==> src/rtl/pcie_irq_pkg.sv <==
// Shared types and helpers for the multi-channel PCIe interrupt mux.
// Holds the FSM state enum, the latched grant record and the MSI vector folding function.
package pcie_irq_pkg;

  localparam int MAX_CH = 32;
  localparam int VEC_W  = 8;
  localparam int IDX_W  = $clog2(MAX_CH);

  typedef enum logic [1:0] {
    IDLE,
    REQ,
    DONE,
    HOLD
  } irq_state_e;

  typedef struct packed {
    logic [IDX_W-1:0] idx;
    logic [VEC_W-1:0] vec;
  } irq_grant_t;

  // The low mme bits come from base+idx, so channels beyond the allocated
  // vector count alias onto lower vectors. The upper bits come from base.
  function automatic logic [VEC_W-1:0] msi_vector(
    input logic [VEC_W-1:0] base,
    input logic [VEC_W-1:0] idx,
    input logic [2:0]       mme
  );
    logic [VEC_W-1:0] one;
    logic [VEC_W-1:0] mask;
    one  = VEC_W'(1);
    mask = (one << mme) - one;
    return ((base + idx) & mask) | (base & ~mask);
  endfunction

endpackage

==> src/rtl/irq_rr_arbiter.sv <==
// Combinational round-robin pick: the first eligible channel at or after ptr, wrapping around.
module irq_rr_arbiter
  import pcie_irq_pkg::*;
#(
  parameter int NUM_CH = 4
) (
  input  logic [NUM_CH-1:0] eligible,
  input  logic [IDX_W-1:0]  ptr,
  output logic [IDX_W-1:0]  grant,
  output logic              valid
);

  localparam int SW = IDX_W + 1;

  logic [2*NUM_CH-1:0] dbl;
  logic [NUM_CH-1:0]   rot;
  logic [SW-1:0]       off;
  logic [SW-1:0]       sum;

  assign dbl = {eligible, eligible};

  // Rotate so that ptr sits at bit 0, then take the lowest set bit.
  always_comb begin
    rot   = NUM_CH'(dbl >> ptr);
    off   = '0;
    valid = 1'b0;
    for (int i = NUM_CH - 1; i >= 0; i--) begin
      if (rot[i]) begin
        off   = SW'(i);
        valid = 1'b1;
      end
    end
    sum = {1'b0, ptr} + off;
    if (sum >= SW'(NUM_CH)) sum = sum - SW'(NUM_CH);
    grant = sum[IDX_W-1:0];
  end

endmodule

==> src/rtl/pcie_irq_mux.sv <==
// Latches per-channel interrupt requests, arbitrates them round-robin and
// drives the cfg_interrupt / cfg_interrupt_rdy handshake of the PCIe core.
module pcie_irq_mux
  import pcie_irq_pkg::*;
#(
  parameter int              NUM_CH       = 4,
  parameter int              MULTI_VECTOR = 1,
  parameter logic [VEC_W-1:0] VECTOR_BASE = '0,
  parameter int              HOLDOFF      = 0
) (
  input  logic              i_clk,
  input  logic              i_rst,
  output logic              cfg_interrupt,
  output logic [VEC_W-1:0]  cfg_interrupt_di,
  input  logic              cfg_interrupt_rdy,
  input  logic              cfg_interrupt_msienable,
  input  logic [2:0]        cfg_interrupt_mmenable,
  input  logic [NUM_CH-1:0] ch_req,
  input  logic [NUM_CH-1:0] ch_mask,
  output logic [NUM_CH-1:0] ch_done,
  output logic [NUM_CH-1:0] ch_pending,
  output logic              irq_busy
);

  irq_state_e        state_q;
  irq_grant_t        grant_q;
  logic [NUM_CH-1:0] pending_q;
  logic [NUM_CH-1:0] eligible;
  logic [NUM_CH-1:0] grant_clr;
  logic [IDX_W-1:0]  rr_ptr_q;
  logic [IDX_W-1:0]  ptr_nxt;
  logic [IDX_W-1:0]  arb_idx;
  logic              arb_vld;
  logic [VEC_W-1:0]  arb_vec;
  logic [15:0]       hold_cnt_q;

  assign eligible = pending_q & ~ch_mask;

  irq_rr_arbiter #(
    .NUM_CH (NUM_CH)
  ) u_arb (
    .eligible (eligible),
    .ptr      (rr_ptr_q),
    .grant    (arb_idx),
    .valid    (arb_vld)
  );

  always_comb begin
    arb_vec = '0;
    if (MULTI_VECTOR != 0 && cfg_interrupt_msienable)
      arb_vec = msi_vector(VECTOR_BASE, VEC_W'(arb_idx), cfg_interrupt_mmenable);
    grant_clr = '0;
    for (int i = 0; i < NUM_CH; i++)
      grant_clr[i] = (state_q == IDLE) && arb_vld && (arb_idx == IDX_W'(i));
  end

  // rr_ptr_q holds the next search start (last grant + 1), so reset value 0
  // makes channel 0 first in line after reset.
  assign ptr_nxt = (grant_q.idx == IDX_W'(NUM_CH - 1)) ? '0 : grant_q.idx + IDX_W'(1);

  assign ch_pending       = pending_q;
  assign cfg_interrupt_di = grant_q.vec;
  assign irq_busy         = (state_q != IDLE);

  always_ff @(posedge i_clk or posedge i_rst) begin
    if (i_rst) begin
      state_q       <= IDLE;
      grant_q       <= '0;
      pending_q     <= '0;
      rr_ptr_q      <= '0;
      hold_cnt_q    <= '0;
      cfg_interrupt <= 1'b0;
      ch_done       <= '0;
    end else begin
      // A request in the grant cycle re-arms the channel: set wins over clear.
      pending_q <= (pending_q & ~grant_clr) | ch_req;
      ch_done   <= '0;
      case (state_q)
        IDLE: begin
          if (arb_vld) begin
            grant_q       <= '{idx: arb_idx, vec: arb_vec};
            cfg_interrupt <= 1'b1;
            state_q       <= REQ;
          end
        end
        REQ: begin
          if (cfg_interrupt_rdy) begin
            cfg_interrupt <= 1'b0;
            rr_ptr_q      <= ptr_nxt;
            state_q       <= DONE;
            for (int i = 0; i < NUM_CH; i++)
              ch_done[i] <= (grant_q.idx == IDX_W'(i));
          end
        end
        DONE: begin
          hold_cnt_q <= '0;
          state_q    <= (HOLDOFF > 0) ? HOLD : IDLE;
        end
        HOLD: begin
          if (hold_cnt_q == 16'(HOLDOFF - 1)) state_q <= IDLE;
          else hold_cnt_q <= hold_cnt_q + 16'd1;
        end
        default: state_q <= IDLE;
      endcase
    end
  end

endmodule

==> config.mk <==
export PLATFORM = sky130hd
export DESIGN_NAME = pcie_irq_mux
export DESIGN_NICKNAME = d
export VERILOG_FILES = /design/src/rtl/pcie_irq_pkg.sv /design/src/rtl/irq_rr_arbiter.sv /design/src/rtl/pcie_irq_mux.sv
export SDC_FILE = /design/constraint.sdc
export NUM_CORES = 1
export LEC_CHECK = 0
export BUFFER_PORTS_ARGS = -buffer_cell sky130_fd_sc_hd__buf_2
export CORE_UTILIZATION = 30
export DETAILED_ROUTE_END_ITERATION = 7
export PLACE_DENSITY = 0.51
export SETUP_SLACK_MARGIN = 0.5
export SLEW_MARGIN = 5
export SYNTH_ARGS = -nofsm -noshare
export SYNTH_HDL_FRONTEND = slang
export SYNTH_HIERARCHICAL = 1
export SYNTH_SLANG_ARGS = --single-unit
export TNS_END_PERCENT = 100
==> constraint.sdc <==
create_clock -name i_clk -period 5.8 [get_ports i_clk]
set_input_delay 1.16 -clock i_clk [delete_from_list [all_inputs] [get_ports i_clk]]
set_output_delay 1.16 -clock i_clk [all_outputs]
set_load 0.02 [all_outputs]
==> impl_metrics.py <==
metrics = {
    "run_status": {
        "outcome": "complete, no violations",
    },
    "sta": {
        "fmax_ghz": 0.2193,
        "period_needed_ns": 4.560,
        "slew_headroom": 0.6069,
        "slew_viol_final": 0,
        "finalCritPeriodShare": 0.7863,
        "fin_skew_ns": 0.009909,
        "tns_ns": 0,
        "setup_viol": 0,
        "hold_viol_final": 0,
        "worst_slew_pin_slew_ns": 0.5897,
        "rsz0062_at_grt": "false",
    },
    "cts": {
        "root_buffer": "clkbuf_8",
        "clk_pin_slew_ns": 0.08,
        "cts_tree": "built",
        "cts_buffer_depth": 2,
        "post_cts_resize_count": 0,
        "postCtsSetupBuffers": 0,
        "h-tree-depth": 2,
        "cts_sinks": 42,
        "cts_hold_buf": 0,
        "clock_latency_ns": 0.29,
        "numCtsBuffers": 5,
    },
    "min_path": {
        "hp-class": "reg2reg",
    },
    "synthesis": {
        "synth-main-ff-cell": "dfrtp_1",
        "synth_enable_flop_cells": 0,
        "syn_area_per_cell_um2": 9.151,
        "synth-seq-area-share": 0.4146,
        "ys_warn_count": 6,
        "syn_area_mm2": 0.002535,
        "synth_seq_cells": 42,
        "syn_inst": 277,
        "async_flop_share": 1.000,
        "ys_types": 54,
    },
    "floorplan": {
        "die_y_um": 93.92,
        "core_area_mm2": 0.008217,
        "initial_core_util": 0.3085,
        "die_w_um": 93.92,
        "io-pin-count": 33,
        "num_rows": 33,
        "dieArea_mm2": 0.008821,
    },
    "global_route": {
        "grt_pass1_vias": 1952,
        "antenna_found_initial": 0,
        "grt_max_degree": 43,
        "grt_util_all_layers": 0.1344,
        "gr-usage-met1": 0.1703,
        "grt_pass1_wl_um": 9280,
        "grtUsageMet2": 0.2342,
        "use_met3": 0.02670,
        "gr-total-overflow": 0,
        "busiest_layer": "met2",
    },
    "layout": {
        "area_growth_pct": 10.22,
        "antenna_cells": 0,
        "final_layout_size_suffix_gt1_frac": 0.1616,
        "final_core_util": 0.3400,
        "fin_area_mm2": 0.002794,
        "fin_nets": 321,
        "final_cell_mix": "dfrtp_1, nand2_1, buf_2, o21ai_0, nand3_1",
        "layout_commonest_cell": "dfrtp_1",
    },
    "detailed_routing": {
        "drtIter0Drc": 86,
        "final_antenna_net_count": 0,
        "drc": 0,
        "num_vias": 2032,
        "firstDrtPassIters": 4,
        "wirelength_um": 5519,
        "wl_per_cell_um": 13.73,
        "vias_per_cell": 5.055,
    },
    "setup_path": {
        "arrival_ns": 4.75,
        "critPathKind": "in2reg",
        "critical_path.endpoint_type": "register",
        "critical_path.max_fanout": 6,
        "worstPathCellList": "buf_2, nor2b_1, mux2i_1, o22ai_1, o22ai_1, a21boi_1, ha_1, inv_1, fa_1, xnor2_1, inv_1, ha_1, xnor2_1, xnor2_1, nor2_1, or4_4, inv_1, nand3_1, a21o_1",
        "cp.required_ns": 5.99,
        "worst_setup_path_start_kind": "primary input",
        "cpPeakStageDelay_ns": 0.56,
        "critical_path.slowest_cell": "or4_4",
    },
    "place": {
        "place_congestion": 0.7916,
        "dpl-instance-area_mm2": 0.002703,
        "post-dp-hpwl_um": 3928,
        "io_buffers": 29,
    },
    "power_and_ir_drop": {
        "ir_drop_uv": 68.23,
        "leakage_nw": 1.256,
        "power.density_mw_per_mm2": 184.3,
    },
    "run": {
        "drv_cap": 0,
    },
}
## cell usage after synthesis (3+ instances only)
library cell,instances,area (um2)
ha_1,9,112.6
nand3b_1,3,22.52
nor2b_1,6,37.54
a21oi_1,11,55.05
buf_4,8,60.06
a21o_1,5,37.54
and2_1,5,31.28
and3_1,4,25.02
o22ai_1,3,18.77
o31ai_1,6,45.04
inv_1,13,48.80
xnor2_1,4,35.03
a31oi_1,3,18.77
nor2_1,11,41.29
dfrtp_1,42,1051
nand2_1,35,131.4
o21ai_0,21,105.1
nand2b_1,8,50.05
clkbuf_1,7,26.28
nand4_1,4,25.02
nor3_1,3,15.01
nand3_1,14,70.07
mux2_2,7,78.83
xor2_1,3,26.28
and4_1,5,43.79
## final timing paths
path                                     start             endpoint  slack (ns)  cells after the start
max                                 ch_mask[1]        ch_pending[3]        1.24                     19
min                        cfg_interrupt_di[2]  cfg_interrupt_di[2]        0.48                      2
max reg2reg                      ch_pending[1]        ch_pending[3]        1.78                     18
min reg2reg                cfg_interrupt_di[2]  cfg_interrupt_di[2]        0.48                      2
max in group asynchronous                i_rst        hold_cnt_q[1]        4.44                      3
min in group asynchronous                i_rst  cfg_interrupt_di[2]        0.98                      3
## per-stage QoR
step | instances | total power, mW | hold slack (ns) | setup WS (ns)
2_1_floorplan | 279 | 0.3150 | 0.4400 | 1.350
3_3_place_gp | 394 | 0.3242 | 0.4499 | 0.9939
3_5_place_dp | 394 | 0.3244 | 0.4588 | 0.9445
4_1_cts | 402 | 0.5255 | 0.4792 | 1.246
5_1_grt | 402 | 0.5381 | 0.5147 | 0.9750
6_report | 402 | 0.5149 | 0.4759 | 1.240
## kinds of logic (layout without fill, tap and decap cells)
group | Yosys count | count (layout) | share of synthesized area
and+or+nand+nor | 105 | 105 | 0.2177
AOI/OAI and AO/OA | 69 | 69 | 0.1812
DFF | 42 | 42 | 0.4146
buffers and inverters | 34 | 52 | 0.06960
adders and majority gates | 10 | 10 | 0.05232
muxes | 9 | 9 | 0.03900
xor gates and xnor gates | 7 | 7 | 0.02419
other | 1 | 3 | 0.001479
## routing by layer
metal,vias up,share of wire
met5,-,0
met4,0,0.0053
met3,4,0.028
met2,35,0.50
met1,971,0.47
li1,1022,-
## registers in the layout (all words and copies together), names as in the netlist
register,cells
hold_cnt_q,16
cfg_interrupt_di,5
grant_q,5
rr_ptr_q,5
ch_done,4
ch_pending,4
state_q,2
cfg_interrupt,1
## worst max-delay path, delay by kind of cell
family / cells / cell delay [ns]
XOR/XNOR: 3 / 0.59
buffers and inverters: 4 / 0.30
AND/OR/NAND/NOR: 4 / 1.03
multiplexers: 1 / 0.15
AO/OA/AOI/OAI: 4 / 0.75
adder cells (fa/ha/maj): 3 / 0.78
## area by class of cell
type,instances,area (um2)
fillers,858,5423
repair buffers,30,152.6
multi-input cells,203,1315
clock inverters,1,5.005
inverters,14,52.55
well taps,105,131.4
flip-flops and latches,42,1051
clock buffers,7,86.33
## power breakdown
part | leakage [nW] | internal, mW | switching [mW] | total (mW)
registers | 0.541 | 0.293 | 0.0000000000000000460 | 0.293
logic | 0.667 | 0.00827 | 0.0170 | 0.0253
clock network | 0.0482 | 0.0962 | 0.101 | 0.197
Power figures use the tool's default switching activity.
